[config.mk]
export PLATFORM = sky130hd
export DESIGN_NAME = logic_alu_pipe_flat
export DESIGN_NICKNAME = d
export VERILOG_FILES = /design/src/rtl/logic_alu_pipe_if.sv /design/src/rtl/logic_alu_pipe.sv /design/src/flat_wrapper.sv
export SDC_FILE = /design/constraint.sdc
export NUM_CORES = 1
export LEC_CHECK = 0
export CORE_MARGIN = 2
export CORE_UTILIZATION = 39
export DETAILED_ROUTE_END_ITERATION = 10
export HOLD_SLACK_MARGIN = 0.06
export SYNTH_ARGS = -nofsm -noshare
export SYNTH_HDL_FRONTEND = slang
export SYNTH_SLANG_ARGS = --single-unit
[constraint.sdc]
create_clock -name clk -period 3.44 [get_ports clk]
set_input_delay 0.344 -clock clk [delete_from_list [all_inputs] [get_ports clk]]
set_output_delay 0.344 -clock clk [all_outputs]
set_load 0.05 [all_outputs]
[src/rtl/logic_alu_pipe_if.sv]
// logic_alu_pipe_if: operand/op request and registered result bundle for logic_alu_pipe
interface logic_alu_pipe_if #(parameter int WIDTH = 8);
  logic valid;
  logic [2:0] op;
  logic [WIDTH-1:0] a;
  logic [WIDTH-1:0] b;
  logic acc_en;
  logic clr;
  logic out_valid;
  logic [WIDTH-1:0] result;
  logic [WIDTH-1:0] y_and;
  logic [WIDTH-1:0] y_or;
  logic [WIDTH-1:0] y_not;
  logic zero;
  logic [WIDTH-1:0] acc;
  logic [15:0] count;
  modport master (
    output valid, op, a, b, acc_en, clr,
    input out_valid, result, y_and, y_or, y_not, zero, acc, count
  );
  modport slave (
    input valid, op, a, b, acc_en, clr,
    output out_valid, result, y_and, y_or, y_not, zero, acc, count
  );
endinterface

[src/rtl/logic_alu_pipe.sv]
// logic_alu_pipe: pipelined WIDTH-bit logic unit with accumulator chaining and valid-qualified outputs
module logic_alu_pipe #(
  parameter int WIDTH = 8,
  parameter int STAGES = 2
) (
  input logic clk,
  input logic rst,
  logic_alu_pipe_if.slave bus
);
  logic [WIDTH-1:0] acc;
  logic [WIDTH-1:0] op_a;
  logic [WIDTH-1:0] res;
  logic [WIDTH-1:0] ops [8];
  logic [STAGES-1:0] v;
  logic [STAGES-1:0] p_zero;
  logic [WIDTH-1:0] p_res [STAGES];
  logic [WIDTH-1:0] p_and [STAGES];
  logic [WIDTH-1:0] p_or [STAGES];
  logic [WIDTH-1:0] p_not [STAGES];
  logic [15:0] count;
  assign op_a = bus.acc_en ? acc : bus.a;
  // One result per op code; the op field simply indexes this table
  always_comb begin
    ops[0] = op_a & bus.b;
    ops[1] = op_a | bus.b;
    ops[2] = ~op_a;
    ops[3] = op_a ^ bus.b;
    ops[4] = ~(op_a & bus.b);
    ops[5] = ~(op_a | bus.b);
    ops[6] = ~(op_a ^ bus.b);
    ops[7] = bus.b;
  end
  assign res = ops[bus.op];
  // Valid bits shift every cycle; each stage's data loads only behind a valid so outputs hold in bubbles
  always_ff @(posedge clk) begin
    if (rst) begin
      v <= '0;
      p_zero <= '0;
      for (int s = 0; s < STAGES; s++) begin
        p_res[s] <= '0;
        p_and[s] <= '0;
        p_or[s] <= '0;
        p_not[s] <= '0;
      end
    end else begin
      v[0] <= bus.valid;
      if (bus.valid) begin
        p_res[0] <= res;
        p_and[0] <= op_a & bus.b;
        p_or[0] <= op_a | bus.b;
        p_not[0] <= ~op_a;
        p_zero[0] <= res == '0;
      end
      for (int s = 1; s < STAGES; s++) begin
        v[s] <= v[s-1];
        if (v[s-1]) begin
          p_res[s] <= p_res[s-1];
          p_and[s] <= p_and[s-1];
          p_or[s] <= p_or[s-1];
          p_not[s] <= p_not[s-1];
          p_zero[s] <= p_zero[s-1];
        end
      end
    end
  end
  // Accumulator updates at stage 1 so the next op can chain; clear wins but the clearing op still used the old value
  always_ff @(posedge clk) begin
    if (rst || bus.clr) acc <= '0;
    else if (bus.valid && bus.acc_en) acc <= res;
  end
  // Saturating count of output valid pulses
  always_ff @(posedge clk) begin
    if (rst) count <= '0;
    else if (v[STAGES-1] && count != 16'hFFFF) count <= count + 16'd1;
  end
  assign bus.out_valid = v[STAGES-1];
  assign bus.result = p_res[STAGES-1];
  assign bus.y_and = p_and[STAGES-1];
  assign bus.y_or = p_or[STAGES-1];
  assign bus.y_not = p_not[STAGES-1];
  assign bus.zero = p_zero[STAGES-1];
  assign bus.acc = acc;
  assign bus.count = count;
endmodule

[src/flat_wrapper.sv]
// flat-port wrapper written by rule: the top's interface ports become plain ports
module logic_alu_pipe_flat 
#(
  parameter int WIDTH = 8,
  parameter int STAGES = 2
)
  (clk, rst, bus_valid, bus_op, bus_a, bus_b, bus_acc_en, bus_clr, bus_out_valid, bus_result, bus_y_and, bus_y_or, bus_y_not, bus_zero, bus_acc, bus_count);
  logic_alu_pipe_if #(.WIDTH(WIDTH)) bus_i ();
  input logic clk;
  input logic rst;
  input wire logic [$bits(bus_i.valid)-1:0] bus_valid;
  input wire logic [$bits(bus_i.op)-1:0] bus_op;
  input wire logic [$bits(bus_i.a)-1:0] bus_a;
  input wire logic [$bits(bus_i.b)-1:0] bus_b;
  input wire logic [$bits(bus_i.acc_en)-1:0] bus_acc_en;
  input wire logic [$bits(bus_i.clr)-1:0] bus_clr;
  output wire logic [$bits(bus_i.out_valid)-1:0] bus_out_valid;
  output wire logic [$bits(bus_i.result)-1:0] bus_result;
  output wire logic [$bits(bus_i.y_and)-1:0] bus_y_and;
  output wire logic [$bits(bus_i.y_or)-1:0] bus_y_or;
  output wire logic [$bits(bus_i.y_not)-1:0] bus_y_not;
  output wire logic [$bits(bus_i.zero)-1:0] bus_zero;
  output wire logic [$bits(bus_i.acc)-1:0] bus_acc;
  output wire logic [$bits(bus_i.count)-1:0] bus_count;
  assign bus_i.valid = bus_valid;
  assign bus_i.op = bus_op;
  assign bus_i.a = bus_a;
  assign bus_i.b = bus_b;
  assign bus_i.acc_en = bus_acc_en;
  assign bus_i.clr = bus_clr;
  assign bus_out_valid = bus_i.out_valid;
  assign bus_result = bus_i.result;
  assign bus_y_and = bus_i.y_and;
  assign bus_y_or = bus_i.y_or;
  assign bus_y_not = bus_i.y_not;
  assign bus_zero = bus_i.zero;
  assign bus_acc = bus_i.acc;
  assign bus_count = bus_i.count;
  logic_alu_pipe #(.WIDTH(WIDTH), .STAGES(STAGES)) u_core (.clk(clk), .rst(rst), .bus(bus_i));
endmodule
=== Yosys cells after proc, flatten, opt, wreduce, memory -nomap -nowiden ===
Memories as Yosys holds them, arrays and structs flattened.
Index checks and enable logic that the tools add are counted.

* $lt $le $gt $ge: 1
* Bitwise logic cells: 16
* Muxes and demuxes: 20
* $add $sub $neg: 1
* Reduce and logical (&&, ||, !) cells: 4
* Eq/ne operators: 1

{| class="wikitable"
|+ Operators with widths
! kind !! number
|-
| $mux 8 || 11
|-
| $not 8->8 || 4
|-
| $bmux 8 s3 || 1
|-
| $add 16x1->16 const B || 1
|-
| $ne 16x16->1 const B || 1
|-
| $and 8x8->8 || 1
|-
| $logic_not 8->1 || 1
|-
| $mux 1 || 8
|-
| $or 1x1->1 || 8
|-
| $or 8x8->8 || 1
|-
| $xor 8x8->8 || 1
|-
| $ge 4x4->1 const B || 1
|-
| $not 3->4 || 1
|-
| $logic_and 1x1->1 || 2
|-
| $logic_or 1x1->1 || 1
|}

* Register bits: 28
* Memories kept: 4
* Bits in writable memories: 64
* Bits of input ports: 24
* Logic and storage cells: 52

{| class="wikitable"
|+ Memory list
! name !! words !! width !! read ports !! clocked after memory_dff !! wr ports !! RTL line !! RTL
|-
| u_core.p_and || 2 || 8 || 2 || 0 || 2 || logic_alu_pipe.sv:17 || <nowiki>logic [WIDTH-1:0] p_and [STAGES];</nowiki>
|-
| u_core.p_not || 2 || 8 || 2 || 0 || 2 || logic_alu_pipe.sv:19 || <nowiki>logic [WIDTH-1:0] p_not [STAGES];</nowiki>
|-
| u_core.p_or || 2 || 8 || 2 || 0 || 2 || logic_alu_pipe.sv:18 || <nowiki>logic [WIDTH-1:0] p_or [STAGES];</nowiki>
|-
| u_core.p_res || 2 || 8 || 2 || 0 || 2 || logic_alu_pipe.sv:16 || <nowiki>logic [WIDTH-1:0] p_res [STAGES];</nowiki>
|}

=== Depth between registers and ports, before layout ===
* Depth after elaboration: 7
* Gate-level depth with buffers: 10

=== Worst setup path before layout ===
OpenSTA, ideal clock, no wires.

* Path kind: flip-flop to flip-flop
* From: register u_core.acc[2], in the netlist u_core.bus.acc[2]
* To: register u_core.p_zero[0]
* Data arrival time: 2.206 ns
* Stages on the path, launching flop included: 9
* Slack: 1.155 ns
* Setup time: 0.079 ns
* Path buffers: 0
* Cells stage by stage: dfxtp_1 > mux2i_1 > ha_1 > inv_1 > mux4_2 > mux2i_1 > and3_1 > nand4_1 > o22ai_1

* Word-level cells in the longest chain between the ends: 7

{| class="wikitable"
|+ RTL lines
! what !! RTL line !! RTL
|-
| from (decl) || logic_alu_pipe.sv:10 || <nowiki>logic [WIDTH-1:0] acc;</nowiki>
|-
| from (signal assigned) || logic_alu_pipe.sv:69 || <nowiki>else if (bus.valid && bus.acc_en) acc <= res;</nowiki>
|-
| $mux 8 * || logic_alu_pipe.sv:21 || <nowiki>assign op_a = bus.acc_en ? acc : bus.a;</nowiki>
|-
| $xor 8x8->8, or another cell as far along || logic_alu_pipe.sv:27, logic_alu_pipe.sv:30 ||
|-
| $not 8->8, on equally long branches || logic_alu_pipe.sv:30, logic_alu_pipe.sv:28, logic_alu_pipe.sv:29 ||
|-
| $bmux 8 s3 * || logic_alu_pipe.sv:33 || <nowiki>assign res = ops[bus.op];</nowiki>
|-
| $mux 8 (implied by the code) * (2 in series) || logic_alu_pipe.sv:33 ||
|-
| $logic_not 8->1 * || logic_alu_pipe.sv:52 || <nowiki>p_zero[0] <= res == '0;</nowiki>
|-
| to (signal, indexed assignment) || logic_alu_pipe.sv:61 || <nowiki>p_zero[s] <= p_zero[s-1];</nowiki>
|-
| to (decl) || logic_alu_pipe.sv:15 || <nowiki>logic [STAGES-1:0] p_zero;</nowiki>
|}

Every way passes the cells marked *; elsewhere a longest branch is shown, timed or not. The select of a mux whose other input is x is not followed.
A chain may end at the register's enable or synchronous reset.

==> results.json <==
{
  "crit_fanout": 7,
  "pin_count": 82,
  "path_depth": 8,
  "period_minus_slack_ns": 2.86,
  "synthCells": 406,
  "hold_violations": 0,
  "setup_viol": 0,
  "crit_family": "buffers and inverters",
  "post_cts_buffers": 0,
  "vias": 2937,
  "p_comb_share_pct": 17.2,
  "synth_seq_cells": 92,
  "core_um2": 12000,
  "drive_gt1_share_pct": 9.54,
  "pwr-share-clk_pct": 34.3,
  "seq_area_frac_synth_pct": 52.3,
  "synth_top_area_share_pct": 40.5,
  "synth_top_cell_by_area": "edfxtp_1",
  "cp.arrival_ns": 2.94,
  "synth_compound_area_share_pct": 2.90,
  "finClkSkew_ns": 0.00446,
  "yosys.area_share.simple_pct": 13.7,
  "slew_headroom_pct": 45.2,
  "hp-class": "reg2reg",
  "detailed_place_hpwl_um": 6730,
  "numClockSinks": 92,
  "first_pass_iters": 6,
  "p_seq_share_pct": 48.5,
  "reg2reg_depth": 8,
  "cts_hold_buf": 0,
  "die_area_um2": 13100,
  "ant_nets": 0,
  "max_stage_delay_ns": 0.75,
  "startpoint": "bus_acc_en",
  "cts_resized": 0,
  "swShare_pct": 27.2,
  "cpMostUsedCell": "mux2i_1",
  "critical_path.cell_chain": "clkdlybuf4s50_1, buf_4, mux2i_1, inv_1, ha_1, mux4_2, mux2i_1, nor2_1",
  "yosys_warnings": 0,
  "drv_slew": 0,
  "rows": 40,
  "numPortBuffers": 81,
  "path_clk_slew_ns": 0.07,
  "grt_pass1_vias": 2879,
  "critPathBufInv": 3,
  "grt_start_max_net_pins": 49,
  "max-clock-path-buffers": 2,
  "cp-endpoint": "u_core.p_res[0][5]",
  "rr_startpoint": "u_core.bus.acc[6]",
  "p_leak_nw": 2.28,
  "dieHeight_um": 114,
  "grt_overflow": 0,
  "drc_errors": 0,
  "wl_per_cell_um": 15.3,
  "initial_core_util_pct": 39.7,
  "die_x_um": 114,
  "antenna_found_initial": 0,
  "crit_slowest_cell": "clkdlybuf4s50_1",
  "num_antenna_cells": 0,
  "finalWirelength_um": 9290,
  "synthTopCellsByArea": "edfxtp_1 41%, dfxtp_1 12%, ha_1 8.7%",
  "syn_area_per_cell_um2": 11.7,
  "grt_usage_pct": 14.9,
  "period_share_pct": 83.2,
  "r2r_slack_ns": 1.24,
  "htree_levels": 3,
  "p_sw_mw": 0.718,
  "num-fill-cells": 1076,
  "critPathRequiredTime_ns": 3.52,
  "area_delta_synth_final_pct": 21.4,
  "synth_area_um2": 4740,
  "synth_mux_area_share_pct": 10.4,
  "nets": 513,
  "syn_nets": 463,
  "synthXorXnorAreaFrac_pct": 2.77,
  "grt_pass1_wl_um": 14800,
  "internal_power_mw": 1.93,
  "setup_tns_ns": 0,
  "cts_buffers": 9,
  "clk_latency_ns": 0.34,
  "yosysUniqueCellTypes": 35,
  "routed_via_density": 4.83,
  "synth_top_family_by_area": "simple AND/OR/NAND/NOR gates",
  "max_freq_mhz": 349,
  "drtIter0Drc": 126,
  "status": "complete, no violations",
  "cts_root_buf": "clkbuf_16",
  "ir_drop_mv": 0.202,
  "maxCapViolations": 0,
  "timing.hold.ws_ns": 0.505,
  "synthAdderAreaFrac_pct": 8.70,
  "rsz0062_at_grt": "false",
  "crit_type": "in2reg",
  "power_density_nw_per_um2": 459,
  "worstMarginPinSlew_ns": 0.823,
  "gp_congestion": 0.802,
  "cp-start-kind": "input port",
  "cp-end-kind": "flip-flop",
  "r2r_end": "u_core.p_zero[0]",
  "cts_tree": "built"
}
cell usage in the layout (no fill, tap or decap), types with 3 or more instances in the layout:
master,netlist,routed
a211oi_1,7,7
a21oi_1,6,6
and3_1,5,5
buf_4,32,5
clkbuf_16,0,9
clkdlybuf4s50_1,0,81
dfxtp_1,28,28
edfxtp_1,64,64
ha_1,33,33
inv_1,32,32
mux2_2,4,4
mux2i_1,14,14
mux4_2,13,13
nand2_1,12,12
nand3_1,6,6
nand4_1,4,4
nor2_1,56,55
nor2b_1,40,40
o21ai_0,3,3
or2_2,3,3
xnor2_1,3,3
xor2_1,12,12
worst min-delay path by stage:
| stage | startpoint | slack [ns] | depth (start not counted) | to |
|---|---|---|---|---|
| after CTS | u_core.p_zero[1] | 0.51 | 2 | u_core.p_zero[1] |
| after detailed placement | u_core.p_zero[1] | 0.49 | 2 | u_core.p_zero[1] |
| after floorplan | rst | 0.43 | 1 | u_core.v[1] |
| after global placement | u_core.p_zero[0] | 0.48 | 2 | u_core.p_zero[0] |
| after global routing | u_core.p_zero[0] | 0.54 | 2 | u_core.p_zero[0] |
| final | u_core.p_zero[0] | 0.50 | 2 | u_core.p_zero[0] |
registers in the layout, indices dropped and copies added, names as in the netlist:
name,count
u_core.p_res,16
u_core.p_not,16
u_core.p_or,16
u_core.v,2
u_core.p_and,16
u_core.bus.count,16
u_core.p_zero,2
u_core.bus.acc,8
worst reg2reg max path, cell delays in order, from the launching register on:
cell and delay, ns:
dfxtp_1 0.34, mux2i_1 0.28, inv_1 0.14, ha_1 0.21, mux4_2 0.44, mux2i_1 0.28, and3_1 0.21, nand4_1 0.09
o22ai_1 0.13
final cells by class:
cell class	count	area, um^2	share of cell area, %
clock buffer	10	229	3.97
multi-input combinational	232	1830	31.8
sequential	92	2480	43.1
tap	147	184	3.19
clock inverter	6	40.0	0.695
inverter	34	128	2.21
timing repair buffer	87	868	15.1
logic make-up after synthesis:
| group | Yosys count |
|---|---|
| muxes | 32 |
| adders and majority gates | 33 |
| DFF | 92 |
| buffers and inverters | 82 |
| AOI/OAI and AO/OA | 21 |
| xor gates and xnor gates | 15 |
| and+or+nand+nor | 131 |
routing by layer:
metal | vias to the layer above | routed length [um] | share of wire [%] | track usage, %
li1 | 1438 | - | - | -
met1 | 1424 | 4300 | 46 | 19.3
met2 | 65 | 4490 | 48 | 24.3
met3 | 10 | 333 | 3.6 | 3.28
met4 | 0 | 162 | 1.7 | 6.18
met5 | - | 0 | 0 | 0
synth_stat cells, drive strengths merged:
cell type,n
a2111oi,1
a211oi,7
a21oi,6
a31oi,1
and2,1
and2b,1
and3,5
and4,2
buf,39
clkbuf,9
dfxtp,28
edfxtp,64
ha,33
inv,34
mux2,4
mux2i,15
mux4,13
nand2,12
nand3,6
nand4,4
nor2,56
nor2b,40
nor3b,1
o211ai,1
o21ai,4
o22ai,1
or2,3
xnor2,3
xor2,12
power groups by stage:
stage          Sequential (mW)  Combinational [mW]  Clock, mW
5_1_grt                   1.29               0.491      0.973
2_1_floorplan             1.32               0.330          0
6_report                  1.28               0.455      0.906
3_5_place_dp              1.31               0.459          0
4_1_cts                   1.28               0.461      0.925
3_3_place_gp              1.31               0.451          0
through the flow:
step	instances	power, mW	setup slack [ns]	cell area [um^2]	util (%)
floorplan	406	1.65	1.16	4740	-
global placement	592	1.76	0.290	5490	45.9
detailed placement	592	1.77	0.250	5490	45.9
CTS	608	2.67	0.599	5760	48.2
global route	608	2.75	0.425	5760	48.2
finish	608	2.64	0.577	5760	48.2
Power figures use the tool's default switching activity.
